**src/rtl/updown_counter_param.sv**
```systemverilog
// Parameterised up/down counter with runtime upper bound, wrap or saturate behaviour,
// parallel load and registered one-cycle Wrap/Sat event pulses.
module updown_counter_param #(
  parameter int          WIDTH     = 4,
  parameter int unsigned RESET_VAL = 0
) (
  input  logic             Clk,
  input  logic             reset_n,
  input  logic             Enable,
  input  logic             UpDown,
  input  logic             Mode,
  input  logic             Load,
  input  logic [WIDTH-1:0] LoadVal,
  input  logic [WIDTH-1:0] Limit,
  output logic [WIDTH-1:0] Count,
  output logic             Wrap,
  output logic             Sat,
  output logic             TermCnt
);

  localparam logic [WIDTH-1:0] resetCount = WIDTH'(RESET_VAL);

  logic [WIDTH-1:0] nextCount;
  logic             nextWrap;
  logic             nextSat;

  // A loaded value above Limit is kept as-is; an up step from there folds back into range.
  always_comb begin
    nextCount = Count;
    nextWrap  = 1'b0;
    nextSat   = 1'b0;
    if (Load) begin
      nextCount = LoadVal;
    end else if (Enable) begin
      if (UpDown) begin
        if (Count < Limit) begin
          nextCount = Count + 1'b1;
        end else if (Mode) begin
          nextCount = Limit;
          nextSat   = 1'b1;
        end else begin
          nextCount = '0;
          nextWrap  = 1'b1;
        end
      end else begin
        if (Count != '0) begin
          nextCount = Count - 1'b1;
        end else if (Mode) begin
          nextSat   = 1'b1;
        end else begin
          nextCount = Limit;
          nextWrap  = 1'b1;
        end
      end
    end
  end

  always_ff @(posedge Clk or negedge reset_n) begin
    if (!reset_n) begin
      Count <= resetCount;
      Wrap  <= 1'b0;
      Sat   <= 1'b0;
    end else begin
      Count <= nextCount;
      Wrap  <= nextWrap;
      Sat   <= nextSat;
    end
  end

  assign TermCnt = UpDown ? (Count == Limit) : (Count == '0);

endmodule

```
**config.mk**
```make
export PLATFORM = sky130hd
export DESIGN_NAME = updown_counter_param
export DESIGN_NICKNAME = d
export VERILOG_FILES = /design/src/rtl/updown_counter_param.sv
export SDC_FILE = /design/constraint.sdc
export NUM_CORES = 1
export LEC_CHECK = 0
export ABC_AREA = 1
export CORE_MARGIN = 10
export CORE_UTILIZATION = 45
export DETAILED_ROUTE_END_ITERATION = 8
export PLACE_DENSITY = 0.84
export SLEW_MARGIN = 20
export SYNTH_ARGS = -nofsm -noshare
export SYNTH_HDL_FRONTEND = slang
export SYNTH_SLANG_ARGS = --single-unit
```
**constraint.sdc**
```tcl
create_clock -name Clk -period 1.7 [get_ports Clk]
set_input_delay 0.34 -clock Clk [delete_from_list [all_inputs] [get_ports Clk]]
set_output_delay 0.34 -clock Clk [all_outputs]
set_load 0.05 [all_outputs]
```
## Word level (Yosys, flattened, before mapping)

Cells that the tools add are included.

- Logic and storage cells: 32
- Output and inout bits: 7
- Flip-flop bits (word level): 6

- Magnitude comparators: 1
- Eq/ne operators: 2
- Reductions and logical operators: 4
- Multiplexer cells: 20
- Add/sub/neg operators: 2

Operator list:

| cell | count |
|---|---|
| 4-bit 2-to-1 mux | 7 |
| 1-bit 2-to-1 mux | 13 |
| 4-bit by 1-bit adder with 4-bit output, second input constant | 1 |
| 4-bit == test | 1 |
| 4-bit zero test | 1 |
| 4-bit less-than comparator | 1 |
| 4-bit by 2-bit != test with 1-bit output, second input constant | 1 |
| 4-bit nonzero test | 1 |
| 4-bit by 1-bit subtractor with 4-bit output, second input constant | 1 |
| 2-bit AND reduction | 1 |
| 2-bit nonzero test | 1 |

## Logic depth before layout (Yosys ltp)

Gate-level depths: netlist of run 1.

- Depth after elaboration: 5
- Gate-level depth with buffers: 12
- Depth with buffers taken out: 12

## Worst setup path before layout of run 1

Ideal clock, no wire load.

- Kind: reg2out
- Start point: register Count[0]
- End point: output port TermCnt
- Arrival time: 2.336 ns
- Slack: -0.976 ns
- Path buffers: 0
- Stages on the path, launching flop included: 5
- Cells stage by stage: dfrtp_1 > inv_1 > ha_1 > nand3_1 > o21ai_0

- Word-level cells in the longest chain between the ends: 2

RTL lines:

| what | line | text |
|---|---|---|
| start: declaration | 15 | `output logic [WIDTH-1:0] Count,` |
| start signal: assignment | 60 | `Count <= resetCount;` |
| start signal: assignment | 64 | `Count <= nextCount;` |
| 4-bit == test or 4-bit zero test (tied branches) | 70 | `assign TermCnt = UpDown ? (Count == Limit) : (Count == '0);` |
| 1-bit 2-to-1 mux (*) | 70 |  |
| end: declaration | 18 | `output logic TermCnt` |

Every way passes the cells marked *; elsewhere a longest branch is shown, timed or not.

## Final worst setup path of run 1

- Start point: register Count[1]
- End point: output port TermCnt

The elaborated chain is that of the path after synthesis.

==> results of run 1 <==
[worst max-delay path by stage]
| stage | from | end |
|---|---|---|
| floorplan | Count[2] | Sat |
| global placement | Limit[3] | Wrap |
| detailed placement | Limit[3] | Sat |
| CTS | Count[0] | TermCnt |
| global route | Count[0] | TermCnt |
| finish | Count[1] | TermCnt |
[cell usage after synthesis (2+ instances only)]
cell type / count / area share
nor2_1: 18 / 0.097
dfrtp_1: 6 / 0.21
ha_1: 6 / 0.11
a21oi_1: 2 / 0.014
inv_1: 16 / 0.086
nand3_1: 15 / 0.11
nand2_1: 40 / 0.21
[layout make-up]
class	instances	share of cell area
Multi-Input combinational cell	90	0.477
Timing Repair Buffer	37	0.305
Sequential cell	6	0.124
Inverter	17	0.0573
Clock buffer	4	0.0211
Tap cell	16	0.0161
[per-layer routing]
layer,vias up,part of all wire,GRT usage
met3,12,0.094,0.0279
met1,405,0.39,0.151
met5,-,0,0
li1,441,-,-
met4,0,0.033,0.0492
met2,67,0.48,0.259
[sequential cells by signal, summed over array words and instances (netlist names)]
register,cells
Count,4
Sat,1
Wrap,1
[through the flow]
step	cell area [um^2]	util	total power (W)	cells	hold slack [ps]
after floorplan	734	-	0.000539	114	44.4
after global placement	1070	0.719	0.000760	160	594
after detailed placement	1070	0.719	0.000780	160	599
after CTS	1170	0.787	0.000996	166	336
after global routing	1240	0.835	0.00113	170	348
final	1240	0.835	0.00107	170	337
[power breakdown]
part           total, W  switching, W  internal (W)  leakage, nW
clock          0.000151     0.0000617     0.0000896       0.0150
sequential     0.000187     0.0000228      0.000164       0.0718
combinational  0.000727      0.000406      0.000321        0.547
[cell families after synthesis]
kind of cell / after synthesis / synth area share
compound gates: 6 / 0.0644
buf+inv: 18 / 0.114
simple gates: 77 / 0.487
flops: 6 / 0.215
xor+xnor: 1 / 0.0125
fa+ha+maj: 6 / 0.107
[critical path: cells and delay by family (launching register included)]
kind                       cells  cell delay [ps]
DFF                            1              430
buffers and inverters          2              280
adders and majority gates      1              270
AOI/OAI and AO/OA              1              150
and+or+nand+nor                1               60
[timing repair]
action	CTS	global route
resized for setup	16	10
setup buffers	2	5
setup endpoints to repair	7	7
pin swaps	1	11
hold endpoints to repair	0	0
==> impl_metrics.tcl, run 1 <==
set metrics [dict create \
    max_freq_mhz 558 \
    grt_max_degree 9 \
    fillCellCount 92 \
    most-common-layout-cells "35 x nand2_1, 18 x nor2_1, 16 x buf_4" \
    overflow 0 \
    async_flop_share 1.00 \
    cts_root_buffer "clkbuf_4" \
    final_common_cell "nand2_1" \
    via_per_inst 5.44 \
    post_drt_wl_per_cell_um 15.7 \
    vias 925 \
    path_clk_slew_ps 60 \
    finalHoldViolCount 0 \
    drtPass1Iterations 5 \
    rows 14 \
    pin_count 21 \
    rsz0062_at_grt "yes" \
    status "finished, violations left" \
    clockBufferDepth 2 \
    multi_input_area_um2 593 \
    timing.final.crit_period_ps 1790 \
    synth-edff-count 0 \
    drive_gt1_frac 0.351 \
    grt_antenna_before_repair 0 \
    antennaDiodeCount 0 \
    powerDensity_nw_per_um2 857 \
    syn_nets 134 \
    h-tree-depth 1 \
    setup_viol 1 \
    p_leak_nw 0.634 \
    r2r_cells 11 \
    dp_slack_ps -336 \
    dieArea_um2 3530 \
    max_cap_viol_count 0 \
    gp_congestion 0.865 \
    ff2ff_setup_slack_ps 60 \
    fin_skew_ps 11.7 \
    drtIter0Drc 53 \
    final_net_count 175 \
    netlist_area_um2 699 \
    die_h_um 59.4 \
    ir_drop_uv 592 \
    syn_inst 114 \
    synth_cell_types 18 \
    numCtsBuffers 3 \
    arrival_ps 1450 \
    io_buffer_count 20 \
    worst_slack_ps -93.6 \
    rr_endpoint "Count[2]" \
    setup_tns_ps -93.6 \
    seqCellArea_um2 154 \
    avgSynthCellArea_um2 6.14 \
    ys.flop_type "dfrtp_1" \
    detailedPlacementHpwl_um 1790 \
    cts_tree "done" \
    core-area_um2 1490 \
    drv_slew 0 \
    drc 0 \
    crit_chain "buf_6 > ha_4 > nand3_4 > o21ai_4 > buf_12" \
    max_slew_margin 0.757 \
    grtUsageTotal 0.140 \
    postRouteAntennaNets 0 \
    insertion_delay_ps 260 \
    hp-class "input port to asynchronous set/reset pin" \
    cp_slowest_stage_delay_ps 430 \
    grt_pass1_vias 881 \
    r2r-start "Count[1]" \
    die_w_um 59.4 \
    cts_sinks 6 \
    worstSetupStartpointType "register" \
    critPathSlowestCell "dfrtp_2" \
    grt_pass1_wl_um 3950 \
    yosysWarningCount 0 \
    fin_crit_sh 1.06 \
    worst-slew-pin-transition_ps 365 \
    critical_path_class "register to output pin" \
    end_kind "output pin" \
    syn_to_final_growth_pct 77.8 \
    initial_core_util 0.470 \
    critPathMaxFanout 2 \
    wirelength_um 2670 \
    hold_buffers 0 \
    synth-seq-cells 6 \
    ys_seq_area_frac 0.215 \
    cp.required_ps 1360 \
    violations "negative setup slack" \
]
No activity file was read; power rests on OpenSTA's default activity.
==> inputs of run 2 (changes only) <==
- HOLD_SLACK_MARGIN: unset -> 0.1
==> results of run 2 <==
Same layout as run 1: the final DEF is identical, and so are final timing and power.
==> inputs of run 3 (changes only) <==
- CAP_MARGIN: unset -> 40
- SLEW_MARGIN: 20 -> unset
==> results of run 3 <==
Same layout as run 1: the final DEF is identical, and so are final timing and power.
==> RTL change 1: new RTL, flow settings as in run 1 <==
`WIDTH`: 4 -> 6.
--- a/src/rtl/updown_counter_param.sv
+++ b/src/rtl/updown_counter_param.sv
@@ -3,3 +3,3 @@
 module updown_counter_param #(
-  parameter int          WIDTH     = 4,
+  parameter int          WIDTH     = 6,
   parameter int unsigned RESET_VAL = 0
Ports: changed (resized Count, Limit and LoadVal); port bits go from 21 to 27. The function was not compared with the original's and may differ.
==> RTL change 1 against run 1 <==
- the flow still finishes with violations (setup timing)
- hold slack better by 0.015 ns
- clock skew about the same
- clock power is 9% higher
- wire length rose by 47%
- global-route usage is 1.1 points higher
- cell area rose by 43%
- sequential cell count grew 2
- worst setup slack got worse by 0.12 ns
- total power rose by 37%
- synthesized area is 55% higher
- non-clock buffer count increased by 11
- combinational power rose by 43%
==> RTL change 1: results <==
metrics = {
    "status": {
        "status": "finished, violations left",
        "violations": "setup timing",
    },
    "grt": {
        "grt_pass1_vias": 1414,
        "grt_use_total_pct": 15.12,
        "antenna_found_initial": 0,
        "grt_pass1_wl_um": 6368,
        "grt_max_degree": 13,
    },
    "route": {
        "via_count": 1435,
        "drtIter0Drc": 88,
        "dr.pass1.iters": 4,
        "viasPerCell": 5.519,
        "wl_per_cell_um": 15.11,
    },
    "logic_synthesis": {
        "ys_types": 23,
        "async_flop_share_pct": 100.0,
        "synth_nets": 213,
        "synth_common_cells": "73 x nand2_1, 27 x nor2_1, 19 x inv_1, 19 x nand3_1, 9 x ha_1",
        "ys_seq_area_share_pct": 18.50,
        "synthFlopType": "dfrtp_1",
        "avgSynthCellArea_um2": 5.819,
        "yosysWarnings": 0,
        "synth_area_leaders": "nand2_1 25%, dfrtp_1 18%, ha_1 10%",
    },
    "place": {
        "place_area_um2": 1582,
        "place_congestion": 0.9646,
        "dp.cells": 253,
        "post-place-ws_ns": -0.4685,
        "io_buffer_count": 26,
        "dpl.hpwl_um": 2790,
    },
    "clock_network": {
        "clock-root-buffer": "clkbuf_4",
        "clockBufferDepth": 2,
        "numCtsBuffers": 3,
        "insertion_delay_ns": 0.27,
        "h-tree-depth": 1,
        "clk_pin_slew_ns": 0.06,
    },
    "critical_path": {
        "cp_top_family": "flip-flops",
        "max_stage_delay_ns": 0.45,
        "critPathMaxFanout": 2,
        "slowest_stage": "dfrtp_2",
        "reg2reg_depth": 12,
        "worst_ep_arrival_time_ns": 1.57,
    },
    "final_layout": {
        "top_regs": "Count (6), Sat (1), Wrap (1)",
        "antenna_cells": 0,
        "nets": 260,
        "final_layout_size_suffix_gt1_share_pct": 33.19,
    },
    "timing": {
        "final-setup-viol-count": 1,
        "setup_ws_ns": -0.2096,
        "final.setup_skew_ns": 0.01144,
        "max-slew-margin-rel_pct": 75.13,
        "fin_tns_setup_ns": -0.2096,
    },
    "hold_path": {
        "hp-class": "in -> async",
    },
    "power": {
        "power.leakage_nw": 0.9260,
        "switchingPower_mw": 0.7027,
        "ir_drop_mv": 0.7150,
    },
}
RTL change 1: changes by cell type after synthesis, moves of 4 or more:
cell     before  now
nand2_1      40   73
nor2_1       18   27
nand4_1       1    8
inv_2         0    4
nand3_1      15   19
RTL change 1: worst paths after layout:
kind,from,end,slack (ns)
worst max-delay path,Count[2]$_DFFE_PN0P_,TermCnt,-0.21
worst min-delay path,reset_n,Count[4]$_DFFE_PN0P_,0.35
worst max register to register,Count[3]$_DFFE_PN0P_,Count[5]$_DFFE_PN0P_,0.01
worst min register to register,Count[1]$_DFFE_PN0P_,Count[1]$_DFFE_PN0P_,0.64
max in group asynchronous,reset_n,Count[0]$_DFFE_PN0P_,1.05
min in group Clk,Count[1]$_DFFE_PN0P_,Count[1]$_DFFE_PN0P_,0.64
RTL change 1: cell families after synthesis:
logic type | after synthesis | share of synthesized area (%)
fa+ha+maj | 9 | 10.40
buf+inv | 30 | 12.37
xor+xnor | 4 | 3.238
simple gates | 132 | 53.76
flops | 8 | 18.50
compound gates | 3 | 1.733
RTL change 1: routing by layer:
layer / vias to the layer above / wire (µm) / GRT usage [%]
li1: 675 / - / -
met1: 667 / 1474 / 16.95
met2: 75 / 1965 / 25.30
met3: 18 / 360 / 4.565
met4: 0 / 127 / 7.095
met5: - / 0 / 0
RTL change 1: what timing repair did:
item,in CTS,in global routing
endpoints found under the setup margin,9,9
endpoints found under the hold margin,0,0
setup buffers,3,0
pin swaps,9,12
resized for setup,22,17
cloned,0,0
RTL change 1: cell type report:
cell class,count,area (µm²)
Sequential cell,8,207.7
Clock buffer,4,26.28
Timing Repair Buffer,48,491.7
Inverter,24,95.09
Fill cell,151,474.2
Multi-Input combinational cell,148,924.6
Tap cell,28,35.03
RTL change 1: worst register-to-register path, stage by stage, from the launching register on:
cell,delay [ns]
dfrtp_2,0.44
ha_4,0.26
nand2_4,0.06
nor2_4,0.04
buf_4,0.13
nand2_4,0.08
inv_4,0.04
nor2_4,0.18
nand2_1,0.07
nand3_1,0.07
nand2_1,0.06
nand2_1,0.07
nand2_1,0.05
RTL change 1: power groups by stage:
stage	Clock (mW)	Sequential, mW	Combinational, mW
final	0.164	0.259	1.04
after global routing	0.181	0.261	1.12
after CTS	0.164	0.257	0.930
after detailed placement	0	0.256	0.867
after global placement	0	0.256	0.854
after floorplan	0	0.364	0.413
==> RTL change 2: new RTL, config.mk and constraints of run 1 <==
Without the edit above. Remove the register `Sat`: a continuous assignment takes its place, so the output `Sat` follows one clock earlier. Comments in the files are not updated.
--- a/src/rtl/updown_counter_param.sv
+++ b/src/rtl/updown_counter_param.sv
@@ -61,3 +61,2 @@
       Wrap  <= 1'b0;
-      Sat   <= 1'b0;
     end else begin
@@ -65,5 +64,6 @@
       Wrap  <= nextWrap;
-      Sat   <= nextSat;
     end
   end
+
+  assign Sat = nextSat;
 
Check against the original RTL: not equivalent (a bounded check fails within 4 cycles, from zero or initial values and one cycle with reset_n low).
==> RTL change 2 against run 1 <==
- synthesized cell count unchanged
- the run still ends with setup timing left
- first-iteration DRC count shrank 30%
- cell area down 0.70%
- wire length fell by 1.8%
- worst setup slack worse by 0.32 ns
- synthesized area shrank 2.1%
- register-to-register slack lost 0.06 ns
- sequential cell count is 1 lower
- via count up 3.9%
- total power fell by 4.3%
- largest cell class unchanged
- clock skew is 0.0097 ns lower
==> RTL change 2: results <==
metrics = {
    "critical_path": {
        "startpoint": "Count[3]$_DFFE_PN0P_",
        "slowest_stage": "dfrtp_4",
        "reg2reg_slack_ns": 0,
        "max_stage_delay_ns": 0.49,
        "rr_endpoint": "Wrap$_DFF_PN0_",
        "cp_top_family": "simple AND/OR/NAND/NOR gates",
        "crit_path_end": "Sat",
        "worst_ep_arrival_time_ns": 1.78,
    },
    "final_layout": {
        "final_layout_size_suffix_gt1_share_pct": 37.27,
        "fillers": 94,
        "top_regs": "Count (4), Wrap (1)",
        "antenna_cells": 0,
        "nets": 182,
    },
    "place": {
        "dp.cells": 169,
        "post-place-ws_ns": -0.5916,
        "dpl.hpwl_um": 1860,
        "place_congestion": 0.8925,
        "place_area_um2": 1125,
    },
    "logic_synthesis": {
        "synth_area_leaders": "nand2_1 22%, dfrtp_1 18%, ha_1 11%",
        "ys_seq_area_share_pct": 18.28,
        "synth_common_cells": "41 x nand2_1, 19 x nor2_1, 14 x inv_1, 14 x nand3_1, 6 x ha_1",
        "async_flop_share_pct": 100.0,
        "ys_types": 19,
        "synth_nets": 134,
    },
    "route": {
        "dr.pass1.iters": 4,
        "wl_met2_um": 1397,
        "met3_length_um": 188,
        "routed_wl_um": 2626,
        "via_count": 961,
        "viasPerCell": 5.429,
        "wl_met1_um": 897,
        "drtIter0Drc": 37,
        "dr.max_layer_used": "met4",
    },
    "grt": {
        "grt_use_total_pct": 14.83,
        "use_met3_pct": 4.936,
        "met2_usage_pct": 25.23,
        "grt_pass1_vias": 969,
        "grt_max_degree": 10,
        "met1_usage_pct": 15.24,
        "grt_pass1_wl_um": 4146,
    },
    "status": {
        "violations": "setup timing",
        "status": "finished, violations left",
    },
    "timing": {
        "holdWs_ns": 0.3197,
        "final-setup-viol-count": 3,
        "fin_tns_setup_ns": -0.5790,
        "setup_ws_ns": -0.4162,
        "final.setup_skew_ns": 0.002034,
        "max-slew-margin-rel_pct": 83.41,
    },
    "power": {
        "p_int_mw": 0.5463,
        "power.leakage_nw": 0.6416,
        "powerClk_mw": 0.147,
        "switchingPower_mw": 0.4737,
        "ir_drop_mv": 0.4717,
        "p_comb_mw": 0.709,
    },
    "clock_network": {
        "postCtsSetupBuffers": 3,
        "cts_resized": 13,
    },
}
-- RTL change 2: cell count changes in the layout (fill, tap and decap cells not counted), moves of 2 or more --
cell	before	now
buf_4	16	27
dfrtp_1	3	1
nand2_1	35	38
inv_1	12	10
nand2_2	4	2
buf_6	3	0
inv_2	3	5
-- RTL change 2: cells by family (layout without fill, tap and decap cells) --
family                     count (synthesis)  in the layout  synth area share, %
and+or+nand+nor                           78             78                51.19
xor gates and xnor gates                   1              1                1.280
DFF                                        5              5                18.28
adders and majority gates                  6              6                10.97
AOI/OAI and AO/OA                          6              6                6.581
buffers and inverters                     18             65                11.70
-- RTL change 2: final cells by class --
| class | count | area, µm² | share of cell area, % |
|---|---|---|---|
| multi-input combinational | 91 | 573.1 | 46.40 |
| timing repair buffer | 44 | 411.6 | 33.33 |
| sequential | 5 | 132.6 | 10.74 |
| inverter | 17 | 71.32 | 5.775 |
| clock buffer | 4 | 26.28 | 2.128 |
| tap | 16 | 20.02 | 1.621 |
